--- config.mk ---
export PLATFORM = sky130hd
export DESIGN_NAME = periph_intc
export DESIGN_NICKNAME = d
export VERILOG_FILES = /design/src/rtl/periph_intc_pkg.sv /design/src/rtl/periph_intc_prio.sv /design/src/rtl/periph_intc.sv
export SDC_FILE = /design/constraint.sdc
export NUM_CORES = 1
export LEC_CHECK = 0
export BUFFER_PORTS_ARGS = -buffer_cell sky130_fd_sc_hd__buf_2
export CAP_MARGIN = 10
export CORE_AREA = 10 10 106 108
export DETAILED_ROUTE_END_ITERATION = 10
export DIE_AREA = 0 0 116 118
export GPL_ROUTABILITY_DRIVEN = 0
export PLACE_DENSITY = 0.77
export SLEW_MARGIN = 40
export SYNTH_ARGS = -nofsm -noshare
export SYNTH_HDL_FRONTEND = slang
export SYNTH_SLANG_ARGS = --single-unit
--- constraint.sdc ---
create_clock -name clk -period 3.4 [get_ports clk]
set_input_delay 0.51 -clock clk [delete_from_list [all_inputs] [get_ports clk]]
set_output_delay 0.51 -clock clk [all_outputs]
set_load 0.02 [all_outputs]
--- src/rtl/periph_intc_pkg.sv ---
// periph_intc_pkg: shared data-word type and register-offset encoding for the interrupt controller.
package periph_intc_pkg;

    typedef logic [31:0] word;

    typedef enum logic [2:0] {
        REG_STATUS      = 3'd0,
        REG_RAW         = 3'd1,
        REG_ENABLE      = 3'd2,
        REG_ENABLE_SET  = 3'd3,
        REG_ENABLE_CLR  = 3'd4,
        REG_PENDING_CLR = 3'd5,
        REG_CLAIM       = 3'd6,
        REG_EDGE        = 3'd7
    } intc_reg;

endpackage

--- src/rtl/periph_intc_prio.sv ---
// periph_intc_prio: combinational lowest-index priority encoder used for the CLAIM readout.
module periph_intc_prio #(
    parameter int N = 16
) (
    input  logic [N-1:0] req,
    output logic         valid,
    output logic [4:0]   id
);

    always_comb begin
        valid = 1'b0;
        id    = '0;
        // Scan downwards so the lowest requesting index is the last assignment.
        for (int i = N - 1; i >= 0; i--) begin
            if (req[i]) begin
                valid = 1'b1;
                id    = 5'(i);
            end
        end
    end

endmodule

--- src/rtl/periph_intc.sv ---
// periph_intc: synchronised edge/level interrupt collector with MMIO enable, pending-clear and claim
// registers, driving a registered level irq to the core.
module periph_intc
    import periph_intc_pkg::*;
#(
    parameter int NUM_SOURCES = 16
) (
    input  logic                   clk,
    input  logic                   rst_n,
    input  logic [NUM_SOURCES-1:0] src,
    input  logic [2:0]             addr,
    input  logic                   read,
    input  logic                   write,
    input  word                    writedata,
    output word                    readdata,
    output logic                   ready,
    output logic                   irq
);

    localparam int N = NUM_SOURCES;

    logic [N-1:0] s1_q, s2_q, prev_q, pending_q, enable_q, edge_q;
    logic [N-1:0] pending_d, enable_d, edge_d;
    logic [N-1:0] wdata, hit, win, clr;
    logic         irq_q, irq_d, ready_q, ready_d;
    logic         claim_valid, unused_wdata;
    logic [4:0]   claim_id;
    word          readdata_q, readdata_d, reg_val;
    intc_reg      reg_sel;
    logic         wr_enable, wr_set, wr_clr, wr_pclr, wr_edge, rd_claim;

    assign reg_sel      = intc_reg'(addr);
    assign wdata        = writedata[N-1:0];
    assign unused_wdata = ^writedata;
    assign hit          = pending_q & enable_q;
    // Two's-complement trick isolates the lowest set bit: the claim winner as a one-hot mask.
    assign win          = hit & (~hit + N'(1));

    periph_intc_prio #(.N(N)) u_prio (
        .req   (hit),
        .valid (claim_valid),
        .id    (claim_id)
    );

    always_comb begin
        case (reg_sel)
            REG_STATUS: reg_val = word'(hit);
            REG_RAW:    reg_val = word'(pending_q);
            REG_ENABLE: reg_val = word'(enable_q);
            REG_CLAIM:  reg_val = {claim_valid, 26'b0, claim_id};
            REG_EDGE:   reg_val = word'(edge_q);
            default:    reg_val = '0;
        endcase
        wr_enable  = write && reg_sel == REG_ENABLE;
        wr_set     = write && reg_sel == REG_ENABLE_SET;
        wr_clr     = write && reg_sel == REG_ENABLE_CLR;
        wr_pclr    = write && reg_sel == REG_PENDING_CLR;
        wr_edge    = write && reg_sel == REG_EDGE;
        rd_claim   = read && reg_sel == REG_CLAIM;
        enable_d   = wr_enable ? wdata :
                     wr_set    ? (enable_q | wdata) :
                     wr_clr    ? (enable_q & ~wdata) : enable_q;
        edge_d     = wr_edge ? wdata : edge_q;
        clr        = (wr_pclr ? wdata : '0) | (rd_claim ? win : '0);
        // A fresh rising edge is OR-ed in after the clear so it wins over a same-cycle clear.
        pending_d  = (edge_q & ((pending_q & ~clr) | (s2_q & ~prev_q))) | (~edge_q & s2_q);
        pending_d  = wr_edge ? (pending_d & ~(wdata & ~edge_q)) : pending_d;
        irq_d      = |hit;
        ready_d    = read | write;
        readdata_d = read ? reg_val : '0;
    end

    always_ff @(posedge clk or negedge rst_n) begin
        if (!rst_n) begin
            s1_q       <= '0;
            s2_q       <= '0;
            prev_q     <= '0;
            pending_q  <= '0;
            enable_q   <= '0;
            edge_q     <= '0;
            irq_q      <= 1'b0;
            ready_q    <= 1'b0;
            readdata_q <= '0;
        end else begin
            s1_q       <= src;
            s2_q       <= s1_q;
            prev_q     <= s2_q;
            pending_q  <= pending_d;
            enable_q   <= enable_d;
            edge_q     <= edge_d;
            irq_q      <= irq_d;
            ready_q    <= ready_d;
            readdata_q <= readdata_d;
        end
    end

    assign irq      = irq_q;
    assign ready    = ready_q;
    assign readdata = readdata_q;

endmodule

## After elaboration in Yosys (flattened, before gate mapping)

Index checks and enable logic that the tools add are counted.

| storage, ports and cells | value |
|---|---|
| output and inout bits | 34 |
| input port bits | 55 |
| register bits after elaboration | 130 |
| logic and storage cells | 86 |

| operators by class | value |
|---|---|
| equal/unequal tests | 7 |
| multiplexer cells | 40 |
| bitwise logic cells | 20 |
| reductions and logical operators | 9 |
| add/subtract/negate cells | 1 |

Operators by type and width:

| kind | number |
|---|---|
| $pmux 32 s5 | 1 |
| $and 16x16->16 | 9 |
| $mux 16 | 6 |
| $not 16->16 | 6 |
| $mux 4 | 16 |
| $or 16x16->16 | 4 |
| $mux 32 | 1 |
| $add 16x1->16 const B | 1 |
| $mux 1 | 16 |
| $reduce_or 16->1 | 1 |
| $eq 3x3->1 const B | 4 |
| $eq 3x2->1 const B | 2 |
| $logic_and 1x1->1 | 6 |
| $eq 3x1->1 const B | 1 |
| $logic_not 3->1 | 1 |
| $reduce_bool 3->1 | 1 |
| $or 1x1->1 | 1 |

## Logic depth before layout (Yosys ltp)

Gate-level depths: netlist (run 1).

| logic depth | value |
|---|---|
| word-level depth | 19 |
| gate-level depth with buffers | 7 |
| mapped depth without buffers | 5 |

## By module

Synthesis (run 1) repeated with hierarchy kept, for this count alone.

| unflattened totals | value |
|---|---|
| cell total of the unflattened synthesis | 527 |
| area total of the unflattened synthesis | 5121.2 µm² |

Modules (own cells, without submodules):

| module | instances | cells an instance | area an instance (µm²) | seq. area each (µm²) |
|---|---|---|---|---|
| periph_intc | 1 | 492 | 4931.0 | 2877.8 |
| periph_intc_prio | 1 | 35 | 190.2 | 0.0 |

## Worst setup path before layout (run 1)

OpenSTA, ideal clock, no wires.

| timing path | value |
|---|---|
| kind | input -> register |
| from | input addr[0] |
| to | register pending_q[15] |
| library setup time | 136 ps |
| path buffers | 0 |
| arrival time | 1772 ps |
| slack | 1492 ps |
| data required time | 3264 ps |
| stages on the path | 5 |
| cell sequence | nand4b_2 or3_4 or3_4 nor4_1 a221oi_1 |

| on the way | value |
|---|---|
| word-level cells in the longest chain between the ends | 11 |
| elaborated cells between the ends (all ways) | 16 |
| those cells by class | eq/ne: 3; mux: 3; bitwise: 7; reduce/logical: 3 |

Ends and longest elaborated chain:

| element | line | source |
|---|---|---|
| start: declaration | periph_intc.sv:11 | `input logic [2:0] addr,` |
| $eq 3x3->1, on equally long branches | periph_intc.sv:57, periph_intc.sv:59 |  |
| $logic_and 1x1->1, on equally long branches | periph_intc.sv:57, periph_intc.sv:59 |  |
| $mux 16 | periph_intc.sv:64 | `clr = (wr_pclr ? wdata : '0) \| (rd_claim ? win : '0);` |
| $or 16x16->16 | periph_intc.sv:64 |  |
| $not 16->16 | periph_intc.sv:66 | `pending_d = (edge_q & ((pending_q & ~clr) \| (s2_q & ~prev_q))) \| (~edge_q & s2_q);` |
| $and 16x16->16 | periph_intc.sv:66 |  |
| $or 16x16->16 | periph_intc.sv:66 |  |
| $and 16x16->16 | periph_intc.sv:66 |  |
| $or 16x16->16 | periph_intc.sv:66 |  |
| $and 16x16->16 | periph_intc.sv:67 | `pending_d = wr_edge ? (pending_d & ~(wdata & ~edge_q)) : pending_d;` |
| $mux 16 * | periph_intc.sv:67 |  |
| named net pending_d[15] | periph_intc.sv:23 | `logic [N-1:0] pending_d, enable_d, edge_d;` |
| end signal: assignment | periph_intc.sv:88 | `pending_q <= pending_d;` |
| end: declaration | periph_intc.sv:22 | `logic [N-1:0] s1_q, s2_q, prev_q, pending_q, enable_q, edge_q;` |

The timed path passes the listed nets; every way through them passes the cells marked *.
A chain may end at the register's enable or synchronous reset.

## Worst setup path after layout (run 1)

| timing path | value |
|---|---|
| from | input addr[2] |
| to | register pending_q[15] |

Same word-level chain as after synthesis.

==> results of run 1 <==
## layout make-up
class	instances	share of cell area [%]
clock buffers	24	8.33
repair buffers	69	6.63
inverters	3	0.191
multi-input cells	369	31.5
well taps	111	2.36
flip-flops and latches	115	48.9
clock inverters	8	2.08
## layout by cell type, fill, tap and decap left out, types with 12 or more instances in the layout
cell type / count
nand3_1: 13
buf_2: 56
nor2_1: 38
a21oi_1: 72
o211ai_1: 16
buf_4: 12
clkbuf_16: 16
dfrtp_1: 115
nand2_1: 119
nor4_1: 13
conb_1: 15
nor3_1: 18
## power groups by stage
stage               Combinational (mW)  Clock, mW  Sequential, mW
floorplan                        0.237          0            1.61
CTS                              0.378       1.83            1.60
detailed placement               0.372          0            1.62
global placement                 0.357          0            1.62
finish                           0.380       1.81            1.61
global route                     0.429       1.91            1.62
## metal layers
layer / share of wire (%) / wire length, um
met5: 0 / 0
met1: 40 / 5060
met3: 9.2 / 1160
met2: 48 / 6060
met4: 2.4 / 302
## critical path: cells and delay by family
kind                   cells  cell delay [ps]
AO/OA/AOI/OAI              1              100
buffers and inverters      1              420
AND/OR/NAND/NOR            4             1390
## worst paths after layout
kind | slack, ps | cells after the start | to
hold / removal | 40 | 1 | s1_q[10]
setup reg to reg | 1340 | 5 | pending_q[15]
min in group clk | 110 | 1 | s1_q[8]
setup / recovery | 1340 | 6 | pending_q[15]
hold reg to reg | 340 | 0 | s2_q[2]
max in group asynchronous | 2620 | 2 | pending_q[0]
## logic make-up (layout without fill, tap and decap cells)
| kind of cell | Yosys count | in the layout | synth area share, % |
|---|---|---|---|
| compound gates | 131 | 131 | 16.5 |
| flops | 115 | 115 | 58.9 |
| other cells | 1 | 15 | 0.0767 |
| simple gates | 222 | 222 | 20.2 |
| buf+inv | 40 | 104 | 4.22 |
| xor+xnor | 1 | 1 | 0.179 |
==> flow_metrics.py, run 1 <==
metrics = {
    "outcome": {
        "outcome": "finished, final reports clean",
    },
    "yosys": {
        "ys_types": 44,
        "synthArstFlopShare_pct": 100,
        "yosysTopAreaCellShare_pct": 58.9,
        "ys.flop_type": "dfrtp_1",
        "yosys_warnings": 0,
        "synthTopCellsByCount": "119 x nand2_1, 115 x dfrtp_1, 72 x a21oi_1, 38 x nor2_1",
        "syn_area_per_cell_sq_um": 9.59,
        "ys_seq_area_share_pct": 58.9,
        "yosys.area.top_type": "dfrtp_1",
        "synth_edf_count": 0,
        "syn_area_sq_um": 4890,
        "netlist_instances": 510,
        "synth.area.top_cells": "dfrtp_1 59%, nand2_1 9.1%, a21oi_1 7.4%",
        "yosysMostFrequentCell": "nand2_1",
        "synth_seq_cells": 115,
    },
    "cts": {
        "cts_max_path_buffers": 2,
        "path_clk_slew_ps": 60,
        "numCtsBuffers": 17,
        "cts_tree": "yes",
        "clock-root-buffer": "clkbuf_8",
        "cts_max_level": 4,
        "cts_hold_buf": 0,
        "post_cts_buffers": 0,
        "ctsResizeCount": 0,
        "clk_latency_ps": 500,
        "cts.sinks": 115,
    },
    "final_layout": {
        "multi_input_area_sq_um": 1860,
        "area_delta_synth_final_pct": 20.4,
        "final_nets": 630,
        "postLayoutCoreUtil_pct": 64.7,
        "regArea_sq_um": 2880,
        "fill_cells": 701,
        "n_antenna_cell": 0,
        "drive_gt1_share_pct": 17.7,
        "design_area_sq_um": 5890,
        "fin_cells": 699,
    },
    "timing": {
        "timing_hold_violations_final": 0,
        "finClkSkew_ps": 6.93,
        "timing.final.max_slew_violations": 0,
        "fmax_ghz": 0.486,
        "slew_headroom_pct": 46.5,
        "finalSetupViolCount": 0,
        "rsz0062_at_grt": "false",
        "fin_crit_sh_pct": 60.5,
        "finalWorstSetupSlack_ps": 1340,
        "tns_ps": 0,
        "period_minus_slack_ps": 2060,
        "tightest_slew_ps": 800,
        "whs_ps": 42.0,
    },
    "grt": {
        "grt_util_all_layers_pct": 19.1,
        "antenna_found_initial": 0,
        "met3_usage_pct": 5.76,
        "grt.met2_usage_pct": 29.5,
        "grt_start_max_net_pins": 64,
        "grt_pass1_vias": 4174,
        "use_met1_pct": 24.2,
        "top_usage_layer": "met2",
        "grt_pass1_wl_um": 21000,
        "grt-ovfl-total": 0,
    },
    "pwr": {
        "p_int_mw": 2.84,
        "p_clk_share_pct": 47.7,
        "p_sw_share_pct": 25.3,
        "power_frac_seq_pct": 42.3,
        "leakagePower_nw": 2.73,
        "irDropWorstVdd_mv": 0.369,
        "combPwrFrac_pct": 10.0,
        "total_power_mw": 3.79,
        "switchingPower_mw": 0.959,
        "power.density_nw_per_um2": 644,
    },
    "detailed_routing": {
        "drtAntennaViolNets": 0,
        "drt_wl_total_um": 12600,
        "drtIter0Drc": 525,
        "vias": 4193,
        "post-route-drc-count": 0,
        "wire_per_inst_um": 18.0,
        "viasPerCell": 6.00,
        "first_pass_iters": 6,
    },
    "die": {
        "io_pins": 89,
        "start_util_pct": 53.7,
        "rows": 35,
        "core_sq_um": 9110,
        "die_w_um": 116,
        "die_h_um": 118,
        "dieArea_sq_um": 13700,
    },
    "job": {
        "drv_cap": 0,
    },
    "setup_path": {
        "path_cells": "buf_2, nand4b_2, or3_4, or3_4, nor4_1, a221oi_1",
        "worstPathArrival_ps": 2430,
        "cp_max_fo": 24,
        "crit_type": "in2reg",
        "cpPeakStageDelay_ps": 450,
        "crit_start": "addr[2]",
        "crit_top_cell": "or3_4",
        "end_kind": "flop",
        "crit_path_start_kind": "input port",
        "slowest_stage": "or3_4",
        "worstPathRequired_ps": 3770,
    },
    "placement": {
        "placed_area_sq_um": 5280,
        "dp_cells": 667,
        "preCtsSetupSlack_ps": 905,
        "dp_hpwl_um": 8000,
        "port_buffers": 57,
    },
    "worst_hold_path": {
        "min_path_type": "in2async",
    },
}
Note: power is estimated with default switching activity, not from simulation.
==> inputs of run 2 (changes only) <==
CORE_AREA = 10 10 110 112   (was 10 10 106 108)
DIE_AREA = 0 0 120 122   (was 0 0 116 118)
PLACE_DENSITY = 0.75   (was 0.77)
clock period = 1.7 ns   (was 3.4 ns; I/O delays follow)
==> run 2 against run 1 <==
Net effect: the run now ends with setup timing left; total power rose by 89%; clock power rose by 64%; first-iteration DRC count increased by 21%; sequential power grew 97%; clock-buffer cell count up 2; sequential share of layout area fell by 4.6 points; routed wire length grew 8.9%; via count increased by 7.3%; critical endpoint unchanged; cell count is 14% higher; non-clock buffer count up 76; critical path type is now reg2reg; worst setup slack worse by 1500 ps.
==> flow_metrics.py, run 2 (synthesized netlist as in run 1, its figures left out) <==
metrics = {
    "setup_path": {
        "cp_max_fo": 4,
        "crit_path_start_kind": "flop",
        "end_kind": "flop",
        "crit_type": "reg2reg",
        "worstPathArrival_ps": 2260,
        "worstPathRequired_ps": 2100,
    },
    "pwr": {
        "power.density_nw_per_um2": 1100,
        "irDropWorstVdd_mv": 0.567,
        "switchingPower_mw": 1.91,
        "p_sw_share_pct": 26.7,
        "leakagePower_nw": 3.03,
        "power_frac_seq_pct": 44.2,
        "p_int_mw": 5.25,
        "p_clk_share_pct": 41.5,
        "combPwrFrac_pct": 14.3,
    },
    "timing": {
        "tns_ps": -600,
        "finalWorstSetupSlack_ps": -159,
        "tightest_slew_ps": 590,
        "timing_hold_violations_final": 0,
        "slew_headroom_pct": 60.3,
        "finalSetupViolCount": 7,
        "rsz0062_at_grt": "true",
        "timing.final.max_slew_violations": 0,
        "finClkSkew_ps": 7.27,
        "period_minus_slack_ps": 1860,
        "fmax_ghz": 0.538,
        "fin_crit_sh_pct": 109,
        "whs_ps": 17.7,
    },
    "detailed_routing": {
        "wire_per_inst_um": 17.1,
        "first_pass_iters": 6,
        "vias": 4499,
        "drtAntennaViolNets": 0,
        "drt_wl_total_um": 13700,
        "drtIter0Drc": 636,
        "viasPerCell": 5.62,
        "post-route-drc-count": 0,
    },
    "die": {
        "core_sq_um": 10000,
        "start_util_pct": 48.7,
        "dieArea_sq_um": 14600,
        "die_h_um": 122,
        "io_pins": 89,
        "rows": 37,
        "die_w_um": 120,
    },
    "final_layout": {
        "area_delta_synth_final_pct": 33.1,
        "design_area_sq_um": 6510,
        "final_common_cell": "nand2_1",
        "final_nets": 706,
        "n_antenna_cell": 0,
        "drive_gt1_share_pct": 22.9,
        "postLayoutCoreUtil_pct": 64.8,
        "final_cell_mix": "119 x nand2_1, 115 x dfrtp_1, 72 x a21oi_1, 59 x buf_4, 56 x buf_2",
    },
    "placement": {
        "placed_area_sq_um": 5680,
        "preCtsSetupSlack_ps": -205,
        "dp_hpwl_um": 8960,
        "port_buffers": 57,
    },
    "worst_hold_path": {
        "min_path_type": "in2reg",
    },
    "cts": {
        "clk_latency_ps": 520,
        "clock-root-buffer": "clkbuf_8",
        "cts.sinks": 115,
        "cts_tree": "yes",
        "cts_max_path_buffers": 2,
        "path_clk_slew_ps": 60,
        "numCtsBuffers": 17,
        "cts_max_level": 4,
    },
    "grt": {
        "grt_util_all_layers_pct": 19.4,
        "grt_pass1_wl_um": 22500,
        "antenna_found_initial": 0,
        "grt-ovfl-total": 0,
        "use_met1_pct": 22.3,
        "grt.met2_usage_pct": 31.4,
        "grt_start_max_net_pins": 116,
        "top_usage_layer": "met2",
        "met3_usage_pct": 5.37,
        "grt_pass1_vias": 4606,
    },
    "outcome": {
        "outcome": "finished with violations",
        "failed_checks": "setup timing",
    },
    "job": {
        "drv_cap": 0,
    },
}
run 2: area by class of cell:
class / instances / area [sq um]
multi-input combinational: 369 / 1910
sequential: 115 / 2880
timing repair buffer: 145 / 1040
clock inverter: 6 / 30.0
clock buffer: 26 / 468
inverter: 3 / 11.3
tap: 136 / 170
fill: 760 / 3540
run 2: critical path, cell delays in order (launching register included):
cell and delay, ps:
dfrtp_1 390, a22o_1 260, or3_4 390, or3_4 380, nor4_2 230, a221oi_1 70
run 2: through the flow:
step,instances,power [mW]
after CTS,800,7.19
final,800,7.17
after global routing,800,7.48
after floorplan,524,3.69
after detailed placement,740,4.14
after global placement,740,4.09
run 2: final timing paths:
path                                    from             to  slack, ps  cells after the start
worst max-delay path            pending_q[3]  pending_q[15]       -160                      5
worst min-delay path            writedata[1]      edge_q[1]         20                      3
worst max register to register  pending_q[3]  pending_q[15]       -160                      5
worst min register to register      s1_q[10]       s2_q[10]        340                      0
max in group asynchronous              rst_n      edge_q[0]        920                      3
min in group asynchronous              rst_n       s1_q[10]        350                      3
run 2: power groups by stage:
stage | Sequential, mW | Clock [mW] | Combinational, mW
after floorplan | 3.22 | 0 | 0.473
after global placement | 3.19 | 0 | 0.899
after detailed placement | 3.20 | 0 | 0.937
after CTS | 3.16 | 3.03 | 1.00
after global routing | 3.20 | 3.15 | 1.13
final | 3.17 | 2.97 | 1.02
run 2: what timing repair did:
action	in CTS	in global routing
gates resized for setup	4	5
endpoints found under the setup margin	10	9
buffers inserted	0	0
hold endpoints to repair	143	0
hold buffers	28	0
pin swaps	1	2
run 2: layer usage:
| layer | part of all wire, % | up-vias | wire length, um |
|---|---|---|---|
| met3 | 8.6 | 50 | 1180 |
| met5 | 0 | - | 0 |
| met2 | 49 | 244 | 6760 |
| met1 | 39 | 2149 | 5290 |
| li1 | - | 2056 | - |
| met4 | 3.4 | 0 | 471 |
